==> src/rtl/efb_wb_arbiter.sv <==
// Two-master round-robin Wishbone arbiter for the EFB slave; grant 1 cycle after cyc, data/ack paths combinational.
// Owner holds the bus while cyc stays high; EFB_WB_ARB_TIMEOUT_EN adds an ack watchdog with error recovery.
module efb_wb_arbiter #(
    parameter int TIMEOUT_CYCLES = 255
) (
    input  logic       clock,
    input  logic       reset,
    input  logic       m0_cyc,
    input  logic       m0_stb,
    input  logic       m0_we,
    input  logic [7:0] m0_adr,
    input  logic [7:0] m0_wdat,
    output logic [7:0] m0_rdat,
    output logic       m0_ack,
    output logic       m0_err,
    input  logic       m1_cyc,
    input  logic       m1_stb,
    input  logic       m1_we,
    input  logic [7:0] m1_adr,
    input  logic [7:0] m1_wdat,
    output logic [7:0] m1_rdat,
    output logic       m1_ack,
    output logic       m1_err,
    output logic       s_cyc,
    output logic       s_stb,
    output logic       s_we,
    output logic [7:0] s_adr,
    output logic [7:0] s_wdat,
    input  logic [7:0] s_rdat,
    input  logic       s_ack,
    output logic [1:0] grant,
    output logic       timeout_error
);

    if (TIMEOUT_CYCLES < 1 || TIMEOUT_CYCLES > 65535) begin : g_bad_timeout
        $error("efb_wb_arbiter: TIMEOUT_CYCLES must be 1..65535");
    end

`ifdef EFB_WB_ARB_TIMEOUT_EN
    typedef enum logic [1:0] {IDLE, OWN0, OWN1, RECOVER} state_t;
`else
    typedef enum logic [1:0] {IDLE, OWN0, OWN1} state_t;
`endif

    state_t state_q, state_d;
    logic   last_owner_q, last_owner_d;
    logic   own0, own1;

    assign own0 = (state_q == OWN0);
    assign own1 = (state_q == OWN1);

`ifdef EFB_WB_ARB_TIMEOUT_EN
    // Terminal value is one less than the limit: the limit-th stalled cycle trips it.
    localparam logic [15:0] TC_LAST = 16'(TIMEOUT_CYCLES - 1);

    logic [15:0] cnt_q, cnt_d;
    logic        err0_q, err0_d, err1_q, err1_d;
    logic        tout_q, tout_d;
    logic        rec_m1_q, rec_m1_d;
    logic        stall;

    assign stall = s_stb & ~s_ack;
`endif

    always_comb begin
        state_d      = state_q;
        last_owner_d = last_owner_q;
`ifdef EFB_WB_ARB_TIMEOUT_EN
        cnt_d    = '0;
        err0_d   = 1'b0;
        err1_d   = 1'b0;
        tout_d   = tout_q;
        rec_m1_d = rec_m1_q;
`endif
        case (state_q)
            IDLE: begin
                if (m0_cyc && m1_cyc) begin
                    if (last_owner_q) begin
                        state_d      = OWN0;
                        last_owner_d = 1'b0;
                    end else begin
                        state_d      = OWN1;
                        last_owner_d = 1'b1;
                    end
                end else if (m0_cyc) begin
                    state_d = OWN0;
                end else if (m1_cyc) begin
                    state_d = OWN1;
                end
            end
            OWN0: begin
                if (!m0_cyc) begin
                    state_d = IDLE;
                end
`ifdef EFB_WB_ARB_TIMEOUT_EN
                else if (stall) begin
                    if (cnt_q == TC_LAST) begin
                        state_d  = RECOVER;
                        err0_d   = 1'b1;
                        tout_d   = 1'b1;
                        rec_m1_d = 1'b0;
                    end else begin
                        cnt_d = cnt_q + 16'd1;
                    end
                end
`endif
            end
            OWN1: begin
                if (!m1_cyc) begin
                    state_d = IDLE;
                end
`ifdef EFB_WB_ARB_TIMEOUT_EN
                else if (stall) begin
                    if (cnt_q == TC_LAST) begin
                        state_d  = RECOVER;
                        err1_d   = 1'b1;
                        tout_d   = 1'b1;
                        rec_m1_d = 1'b1;
                    end else begin
                        cnt_d = cnt_q + 16'd1;
                    end
                end
`endif
            end
`ifdef EFB_WB_ARB_TIMEOUT_EN
            RECOVER: begin
                if (!(rec_m1_q ? m1_cyc : m0_cyc)) begin
                    state_d = IDLE;
                end
            end
`endif
            default: state_d = IDLE;
        endcase
    end

    always_ff @(posedge clock) begin
        if (reset) begin
            state_q      <= IDLE;
            last_owner_q <= 1'b1;
`ifdef EFB_WB_ARB_TIMEOUT_EN
            cnt_q    <= '0;
            err0_q   <= 1'b0;
            err1_q   <= 1'b0;
            tout_q   <= 1'b0;
            rec_m1_q <= 1'b0;
`endif
        end else begin
            state_q      <= state_d;
            last_owner_q <= last_owner_d;
`ifdef EFB_WB_ARB_TIMEOUT_EN
            cnt_q    <= cnt_d;
            err0_q   <= err0_d;
            err1_q   <= err1_d;
            tout_q   <= tout_d;
            rec_m1_q <= rec_m1_d;
`endif
        end
    end

    // stb is gated by cyc so a stray strobe never reaches the EFB.
    always_comb begin
        s_cyc  = 1'b0;
        s_stb  = 1'b0;
        s_we   = 1'b0;
        s_adr  = 8'h00;
        s_wdat = 8'h00;
        if (own0) begin
            s_cyc  = m0_cyc;
            s_stb  = m0_cyc & m0_stb;
            s_we   = m0_we;
            s_adr  = m0_adr;
            s_wdat = m0_wdat;
        end else if (own1) begin
            s_cyc  = m1_cyc;
            s_stb  = m1_cyc & m1_stb;
            s_we   = m1_we;
            s_adr  = m1_adr;
            s_wdat = m1_wdat;
        end
    end

    assign m0_ack  = own0 & s_ack;
    assign m1_ack  = own1 & s_ack;
    assign m0_rdat = own0 ? s_rdat : 8'h00;
    assign m1_rdat = own1 ? s_rdat : 8'h00;
    assign grant   = {own1, own0};

`ifdef EFB_WB_ARB_TIMEOUT_EN
    assign m0_err        = err0_q;
    assign m1_err        = err1_q;
    assign timeout_error = tout_q;
`else
    assign m0_err        = 1'b0;
    assign m1_err        = 1'b0;
    assign timeout_error = 1'b0;
`endif

endmodule

==> config.mk <==
export PLATFORM = sky130hd
export DESIGN_NAME = efb_wb_arbiter
export DESIGN_NICKNAME = d
export VERILOG_FILES = /design/src/rtl/efb_wb_arbiter.sv
export SDC_FILE = /design/constraint.sdc
export NUM_CORES = 1
export LEC_CHECK = 0
export ABC_CLOCK_PERIOD_IN_PS = 1660
export CELL_PAD_IN_SITES_DETAIL_PLACEMENT = 0
export CELL_PAD_IN_SITES_GLOBAL_PLACEMENT = 1
export CORE_ASPECT_RATIO = 1.75
export CORE_MARGIN = 2
export CORE_UTILIZATION = 12
export CTS_CLUSTER_SIZE = 20
export DETAILED_ROUTE_END_ITERATION = 10
export GPL_TIMING_DRIVEN = 0
export HOLD_SLACK_MARGIN = 0.1
export PLACE_DENSITY = 0.8
export SLEW_MARGIN = 20
export SYNTH_ARGS = -nofsm -noshare
export SYNTH_HDL_FRONTEND = slang
export SYNTH_SLANG_ARGS = --single-unit
==> constraint.sdc <==
create_clock -name clock -period 1.66 [get_ports clock]
set_clock_uncertainty 0.05 [all_clocks]
set_input_delay 0.332 -clock clock [delete_from_list [all_inputs] [get_ports clock]]
set_output_delay 0.332 -clock clock [all_outputs]
set_load 0.03 [all_outputs]
# Yosys cells after proc, flatten, opt, wreduce, memory -nomap -nowiden
# Index checks and enable logic that the tools add are counted.
word_totals:
  regBits: 3
  output_inout_bits: 42
op_classes:
  mux: 20
  eq_ne: 5
  bitwise: 4
  reduce_logical: 4
ops:
  columns: ["op", "n"]
  rows:
  - ["2-to-1 mux 8 bit", 6]
  - ["2-to-1 mux 2 bit", 6]
  - ["2-to-1 mux 1 bit", 7]
  - ["case mux 2 bit (3 select lines)", 1]
  - ["AND 1 bit", 4]
  - ["!= test 2 bit, second input constant", 2]
  - ["!= test 4 bit, second input constant", 1]
  - ["AND reduction 3 bit", 1]
  - ["== test 2 x 1 -> 1 bit, second input constant", 1]
  - ["== test 2 bit, second input constant", 1]
  - ["zero test 2 bit", 1]
  - ["AND reduction 2 bit", 1]
  - ["logical AND 1 bit", 1]

# Longest topological paths before layout
depth:
  word_depth: 4
  depth_mapped: 4
  mapped_depth_nobuf: 2

# Worst setup path before layout
# No wires, ideal clock.
synth_path:
  path_type: "reg2out"
  start: "register state_q[0]"
  end: "output port s_cyc"
  path_stages_with_launch: 3
  slack_ps: 87
  n_path_buf: 0
  arrival_ps: 1191
  required_ps: 1278
  cell_sequence: "dfxtp_1 -> nand2b_1 -> o21ai_0"
synth_via:
  elab_chain_len: 3
  word_cells_on_any_way: 4
  cone_classes: "eq/ne: 2; mux: 2"
synth_lines:
  columns: ["element", "line_no", "source"]
  rows:
  - ["from (decl)", "45", "state_t state_q, state_d;"]
  - ["from (signal assigned)", "148", "state_q <= state_d;"]
  - ["== test 2 bit", "50", "assign own1 = (state_q == OWN1);"]
  - ["2-to-1 mux 1 bit", "173", "end else if (own1) begin"]
  - ["2-to-1 mux 1 bit (*)", "167", "if (own0) begin"]
  - ["to (decl)", "24", "output logic s_cyc,"]
# Mark *: on every way between the ends. The rest lies on a longest branch, timed or not.

# Worst setup path in the final report
layout_path:
  start: "register state_q[1]"
  end: "output port s_adr[1]"
layout_via:
  elab_chain_len: 3
  word_cells_on_any_way: 4
  cone_classes: "eq/ne: 2; mux: 2"
layout_lines:
  columns: ["element", "line_no", "source"]
  rows:
  - ["== test 2 bit", "50", null]
  - ["2-to-1 mux 8 bit", "173", null]
  - ["2-to-1 mux 8 bit (*)", "167", null]
  - ["to (decl)", "27", "output logic [7:0] s_adr,"]
# Marked as above.

==> out/metrics.csv <==
metric,value,unit
status,"complete, but fails checks",
failing checks,negative setup slack,
Crit Path Max Fanout,10,
Pwr per Cell Area,469,nW/µm²
# IOs,91,
clock sinks,3,
slowest CP cell,dfxtp_4,
CTS tree,built,
# rows,32,
GRT Util Overall,9.06,%
Final Hold Fails,0,
Hold Buf Count CTS,0,
Tot Pwr,0.000787,W
vias in the first global route,781,
Die Span Y,92.2,µm
Crit path max-delay family,buffers and inverters,
number of I/O port buffers,87,
Worst-path clk slew,30,ps
Starting DRT DRC Count,3,
CTS Buf Count,3,
Yosys cell types,19,
worst r2r src,state_q[0],
area grow syn2layout,215,%
Clock Root Buffer,clkbuf_8,
core area,4320,µm²
CP cell instances,nor2b_4 -> buf_6 -> buf_8 -> a22o_1 -> buf_6,
register area share after synthesis,11.3,%
Detail Route Antenna Nets,0,
die width,54.4,µm
largest net degree at the start of global routing,11,
"FF+latch count, synth",3,
final net count,217,
drt total wl,2550,µm
fin crit share,101,%
CP Data Required Time,1280,ps
Max Cap Viol,0,
dpl hpwl,1850,µm
ratio of cells with drive above 1 in the final layout,48.5,%
Mapped Avg Cell Area,8.08,µm²
initial core utilization,12.3,%
fin crit period,1670,ps
ant diodes,0,
first-pass GRT wire length,3310,µm
hold_sp,last_owner_q,
Final TNS setup,-90.1,ps
P_leak,0.771,nW
DR DRC count,0,
Skew-Pair Late Insertion Delay,220,ps
worst vdd ir,0.392,mV
Final setup viols,10,
Buffers & Inverters on Critical Path,3,
crit path capture type,output port,
Setup crit start,state_q[1],
GP Congestion,0.627,
Vias per Instance,4.14,
die area,5010,µm²
synthesized instance count,66,
Max Root-Sink Buffers,2,
router iterations before antenna repair,2,
max frequency,598,MHz
WL/cell,11.7,µm
Arrival @ worst endpoint,1290,ps
via count,902,
Hold WC Path Type,flip-flop to flip-flop,
most frequent CP cell,buf_6,
Final WS setup,-11.5,ps
fin. max-slew vios,0,
Syn. warnings,0,
unrepaired setup endpoints after global routing,true,
synthesized cell area,533,µm²
Crit path largest cell delay,350,ps
crit start category,flip-flop,
initial antenna violation count,0,
WS Path Type,flip-flop to output port,
gr ovfl total,0,
CTS H-tree depth,1,
## synth_stat cells
| cell | number | area [µm²] |
|---|---|---|
| buf_6 | 5 | 56.3 |
| nor2_1 | 1 | 3.75 |
| nand3_1 | 1 | 5.00 |
| o22ai_1 | 1 | 6.26 |
| dfxtp_1 | 3 | 60.1 |
| nand2_1 | 1 | 3.75 |
| nor2b_1 | 3 | 18.8 |
| o21ai_0 | 1 | 5.00 |
| o2111a_1 | 1 | 11.3 |
| a311oi_1 | 1 | 8.76 |
| a22o_1 | 17 | 149 |
| buf_4 | 6 | 45.0 |
| nand2b_1 | 1 | 6.26 |
| and2_1 | 18 | 113 |
| conb_1 | 1 | 3.75 |
| nand3b_1 | 1 | 7.51 |
| inv_1 | 2 | 7.51 |
| and4bb_2 | 1 | 12.5 |
| mux2i_1 | 1 | 10.0 |
## timing repair
action | CTS | global route
endpoints found under the setup margin | 39 | 37
buffers inserted | 3 | 2
cloned | 3 | 1
pin swaps | 2 | 11
resized for setup | 277 | 26
## placed cells by master, fill, tap and decap left out, types with 2 or more instances in the layout
cell / n
buf_6: 37
and2_4: 14
clkdlybuf4s50_1: 46
buf_8: 2
dfxtp_4: 2
inv_1: 2
buf_4: 15
a22o_1: 17
conb_1: 3
buf_2: 3
clkbuf_8: 3
nor2b_4: 3
and2_1: 4
## worst register-to-register path: cells and delay by family (launching register included)
kind	cells	cell delay, ps
AO/OA/AOI/OAI	1	220
buffers and inverters	1	160
AND/OR/NAND/NOR	1	190
flip-flops	1	360
## layout make-up
cell class / count / area (µm²)
plain buffers: 10 / 101
clock buffers: 4 / 45.0
fillers: 420 / 2650
inverters: 2 / 7.51
multi-input cells: 53 / 439
flip-flops and latches: 3 / 67.6
well taps: 51 / 63.8
repair buffers: 95 / 955
## cell families (layout without fill, tap and decap cells)
logic type	count (synthesis)	count (layout)	synth area share, %
AND/OR/NAND/NOR	27	28	31.9
flip-flops	3	3	11.3
buffers and inverters	13	111	20.4
AO/OA/AOI/OAI	21	21	33.8
other	1	3	0.704
multiplexers	1	1	1.88
## metrics by stage
stage | cell area, µm² | cells | hold slack, ps | utilization, % | setup WS (ps)
floorplan | 541 | 68 | 360 | - | 87.0
global placement | 1480 | 206 | 451 | 34.1 | -549
detailed placement | 1480 | 206 | 470 | 34.1 | -561
CTS | 1590 | 215 | 455 | 36.8 | -34.1
global route | 1680 | 218 | 474 | 38.8 | -73.7
finish | 1680 | 218 | 458 | 38.8 | -11.5
## state kept, by name, indices dropped and copies added, names as in the netlist
name	count
state_q	2
last_owner_q	1
## where the power goes
| group | switching (W) | total [W] | internal (W) |
|---|---|---|---|
| Sequential | 0.00000768 | 0.0000845 | 0.0000769 |
| Combinational | 0.000215 | 0.000491 | 0.000276 |
| Clock | 0.0000480 | 0.000212 | 0.000164 |
| Total | 0.000271 | 0.000787 | 0.000516 |
## metal layers
layer / wire (µm) / part of all wire, % / global-route usage [%] / up-vias
met5: 0 / 0 / 0 / -
met2: 1300 / 51 / 16.8 / 74
li1: - / - / - / 437
met3: 384 / 15 / 2.61 / 5
met4: 40 / 1.6 / 3.75 / 0
met1: 831 / 33 / 8.61 / 386
## path summary, 6_finish.rpt
kind                            slack (ps)    endpoint  cells after the start
worst max-delay path                   -10    s_adr[1]                      5
worst min-delay path                   460  state_q[1]                      1
worst max register to register         570  state_q[0]                      3
worst min register to register         460  state_q[1]                      1
(Power assumes the default switching activity.)
==> patch 1: new RTL, same settings <==
Reset style: asynchronous (`reset`), changed in one clocked block.
--- a/src/rtl/efb_wb_arbiter.sv
+++ b/src/rtl/efb_wb_arbiter.sv
@@ -135,3 +135,3 @@
 
-    always_ff @(posedge clock) begin
+    always_ff @(posedge clock or posedge reset) begin
         if (reset) begin
Function: differs if reset is asserted again (counterexample within 4 cycles, from zero or initial values and one cycle with reset high); with reset held inactive, the same outputs for 10 cycles.
==> patch 1 against the unedited design <==
  * The run still ends with negative setup slack left
  * Area after synthesis increased by 2.1%
  * Setup slack worse by 0.14 ns
  * Register-to-register slack lost 0.08 ns
  * Sequential cell count unchanged
  * Design area is 1.5% lower
  * Maximum frequency decreased by 7.6%
  * Cell count down 0.46%
  * Core utilization fell by 1.3 points
  * Routed wire length rose by 2.1%
  * Highest routed layer unchanged
Power is not compared: it rests on default switching activity, and its combinational part moved more than twofold at a synthesized area within 25%.
==> patch 1: results <==
[placed_design]
io_buffers = 87
post-place-ws_ns = -0.529
gp_congestion = 0.591

[sta]
layout_setup_ws_ns = -0.149
setup_viol = 36
setup-tns-final_ns = -3.04

[worst_setup_path]
worst_r2r_path_depth = 3
reg2reg_from = "state_q[1]$_DFFE_PP0P_"
crit_type = "reg2out"
reg2reg_slack_ns = 0.49
timing.rr.end = "last_owner_q$_DFFE_PP1P_"
cpLargestDelayFamily = "flip-flops"
arrival_ns = 1.43
slowest_stage = "dfrtp_2"
crit_end = "s_adr[1]"
critPathMaxFanout = 6
critPathLaunch = "state_q[0]$_DFFE_PP0P_"
max_stage_delay_ns = 0.43

[route]
vias = 891
drt_pass1_iterations = 4
finalWirelength_microns = 2610
drtIter0Drc = 2

[global_route]
antenna_found_initial = 0
grt_usage_pct = 9.34
grt_pass1_wl_microns = 3430
grt_max_degree = 11
grt_pass1_vias = 841

[clocking]
clkTransAtPathRegs_ns = 0.03
cts_buffer_depth = 2
root_buffer = "clkbuf_8"
numCtsBuffers = 3
cts_max_level = 1
clk_latency_ns = 0.22

[finish]
reg_top3 = "state_q (2), last_owner_q (1)"
n_antenna_cell = 0
areaGrowthSynthToFinish_pct = 204
fill_cells = 465
drive_above_1_share_pct = 45.8
nets = 216

[hold_path]
hp-class = "in2async"

[outcome]
outcome = "finished with violations"
violations = "negative setup slack"

[synthesis]
yosys_most_used_dff = "dfrtp_1"
synth_common_cells = "and2_1, a22o_1, buf_4"
yosysUniqueCellTypes = 20
yosysWarnings = 0
ys_async_sr_fraction_pct = 100
synth_area_leaders = "a22o_1, and2_1, dfrtp_1"
yosysSeqAreaShare_pct = 14.0

[power]
ir_drop_uv = 674
leakage_nw = 0.768
==> patch 1: power by group <==
part	total (mW)	internal, mW	leakage (nW)	switching, mW
registers	0.134	0.108	0.0333	0.0269
clock network	0.221	0.164	0.0228	0.0563
logic	1.19	0.618	0.712	0.576
==> patch 1: final cells by class <==
type / instances / share of cell area [%]
plain buffers: 11 / 6.81
clock buffers: 4 / 2.72
inverters: 1 / 0.227
multi-input cells: 52 / 24.4
flip-flops and latches: 3 / 4.77
well taps: 51 / 3.86
repair buffers: 95 / 57.2
==> patch 1: layer usage <==
metal | vias to the layer above | wire (microns) | track usage (%)
met3 | 4 | 457 | 2.72
met5 | - | 0 | 0
met4 | 0 | 48 | 4.88
met2 | 84 | 1270 | 17.9
met1 | 377 | 829 | 7.84
li1 | 426 | - | -
==> patch 1: per-stage QoR <==
step                hold WS [ns]  utilization (%)  cells  area, sq um
floorplan                 0.0349                -     67          552
global placement           0.455             33.8    205         1490
detailed placement         0.457             33.8    205         1490
CTS                        0.220             36.5    214         1610
global route               0.241             37.6    217         1650
finish                     0.220             37.6    217         1650
==> patch 1: worst reg2reg max path, stage by stage (launching register included) <==
cell      delay [ns]
dfrtp_2         0.43
buf_4           0.17
and4bb_2        0.30
xor2_1          0.16
==> patch 1: repair_timing <==
item | 4_1_cts | 5_1_grt
gates cloned | 3 | 1
endpoints found under the setup margin | 39 | 39
pin swaps | 21 | 3
gates resized for setup | 281 | 4
buffers inserted | 2 | 2
==> patch 1: logic make-up (layout without fill, tap and decap cells) <==
logic type,after synthesis,count (layout),share of synthesized area [%]
and+or+nand+nor,27,27,32.2
AOI/OAI and AO/OA,21,21,31.5
buffers and inverters,12,111,20.0
DFF,3,3,14.0
other,1,3,0.689
xor gates and xnor gates,1,1,1.61
==> patch 2: new RTL, same flow settings <==
Made on the original files. Add a define of `EFB_WB_ARB_TIMEOUT_EN`.
--- a/src/rtl/efb_wb_arbiter.sv
+++ b/src/rtl/efb_wb_arbiter.sv
@@ -2,2 +2,4 @@
 // Owner holds the bus while cyc stays high; EFB_WB_ARB_TIMEOUT_EN adds an ack watchdog with error recovery.
+`define EFB_WB_ARB_TIMEOUT_EN
+
 module efb_wb_arbiter #(
Check against the original RTL: no difference found for any inputs over 10 cycles, from zero or initial values and one cycle with reset high; that may be too few to reach the edited logic, so the function may still have changed.
==> patch 2 against the unedited design <==
  * The run still ends with negative setup slack left
  * Maximum frequency shrank 17%
  * Routed wire length grew 150%
  * Sequential power grew to 7.3 times the old value
  * Sequential share of layout area grew 10 points
  * Core utilization shrank 11 points
  * Die area grew to 2.7 times the old value
  * Area after synthesis grew to 2.8 times the old value
  * Power grew to 5.0 times the old value
  * Sequential cell count grew 20
  * Design area grew 100%
  * Count of clock-buffer cells in the layout shrank 1
  * Setup slack lost 0.35 ns
  * Combinational power grew to 5.8 times the old value
  * Largest cell class is now multi-input combinational cells
==> patch 2: results <==
[finish]
reg_top3 = "cnt_q (16), state_q (2)"
nets = 361
fill_cells = 1329

[synthesis]
yosysSeqAreaShare_pct = 30.3
synth_common_cells = "nor2_1, dfxtp_1, and2_1"
yosysUniqueCellTypes = 41
synth_area_leaders = "dfxtp_1, a22o_1, and2_1"

[route]
drtIter0Drc = 58
drt_pass1_iterations = 4
wire_per_inst_microns = 13.5

[worst_setup_path]
critPathMaxFanout = 7
arrival_ns = 1.64

[global_route]
grt_max_degree = 14
grt_pass1_wl_microns = 8820

[placed_design]
place_area_sq_um = 2800
dpl.hpwl_microns = 4650
gp_congestion = 0.782
io_buffers = 89

[power]
leakage_nw = 1.42
ir_drop_uv = 342

[outcome]
violations = "negative setup slack"
outcome = "finished with violations"

[sta]
layout_setup_ws_ns = -0.360
setup_viol = 51
setup-tns-final_ns = -10.96

[clocking]
clk_latency_ns = 0.26
root_buffer = "clkbuf_16"
## patch 2: cell count changes after synthesis, sizes merged, moves of 4 or more
| cell | before | now |
|---|---|---|
| nor2 | 1 | 24 |
| buf | 11 | 4 |
| dfxtp | 3 | 23 |
| xnor2 | 0 | 5 |
| nor3 | 0 | 5 |
| nand4 | 0 | 4 |
| clkbuf | 0 | 7 |
| xor2 | 0 | 8 |
| nand3 | 1 | 11 |
| nand2 | 1 | 8 |
| ha | 0 | 7 |
## patch 2: final cells by class
cell class,count,area [sq um],area share [%]
multi-input cells,145,1310,38.5
clock inverters,1,5.00,0.147
clock buffers,3,75.1,2.20
repair buffers,120,1190,35.0
well taps,168,210,6.17
plain buffers,8,113,3.31
inverters,4,15.0,0.441
flip-flops and latches,23,483,14.2
## patch 2: timing repair
item | CTS | global route
hold endpoints to repair | 0 | 0
cloned | 5 | 0
pin swaps | 13 | 9
setup endpoints to repair | 61 | 64
setup buffers | 18 | 9
gates resized for setup | 304 | 31
## patch 2: kinds of logic after synthesis
kind of cell | after synthesis | share of synthesized area (%)
DFF | 23 | 30.3
buffers and inverters | 15 | 4.70
adders and majority gates | 7 | 5.77
AOI/OAI and AO/OA | 34 | 17.4
muxes | 1 | 0.742
xor gates and xnor gates | 13 | 7.50
and+or+nand+nor | 89 | 33.6
## patch 2: path summary, 6_finish.rpt
path,from,end,slack [ns],cells after the start
max,state_q[0]$_SDFFE_PP0P_,s_wdat[5],-0.36,6
min,last_owner_q$_SDFFE_PP1P_,last_owner_q$_SDFFE_PP1P_,0.45,2
min reg2reg,last_owner_q$_SDFFE_PP1P_,last_owner_q$_SDFFE_PP1P_,0.45,2
max reg2reg,state_q[1]$_SDFFE_PP0P_,state_q[0]$_SDFFE_PP0P_,-0.17,9
## patch 2: metrics by stage
stage	utilization (%)	total power, mW	setup WS [ns]	cells
finish	27.4	3.97	-0.360	472
global route	27.4	4.14	-0.379	472
CTS	26.0	3.87	-0.376	465
detailed placement	22.5	2.82	-0.753	439
global placement	22.5	2.80	-0.726	439
floorplan	-	2.01	-0.107	182
## patch 2: per-layer routing
layer  GRT usage (%)  share of wire, %
met2            18.5                57
met5               0                 0
met1            5.93                31
met3            2.06               9.9
met4            3.55               2.8
## patch 2: report_power, final
part,switching (mW),total [mW],internal [mW]
Combinational,1.38,2.84,1.45
Sequential,0.0342,0.618,0.583
Clock,0.195,0.519,0.324
Total,1.61,3.97,2.36
## patch 2: worst max-delay path, stage by stage, from the launching register on
cell	delay, ns
dfxtp_4	0.36
buf_6	0.11
ha_4	0.18
clkbuf_16	0.15
clkbuf_16	0.15
a22o_4	0.27
buf_6	0.14
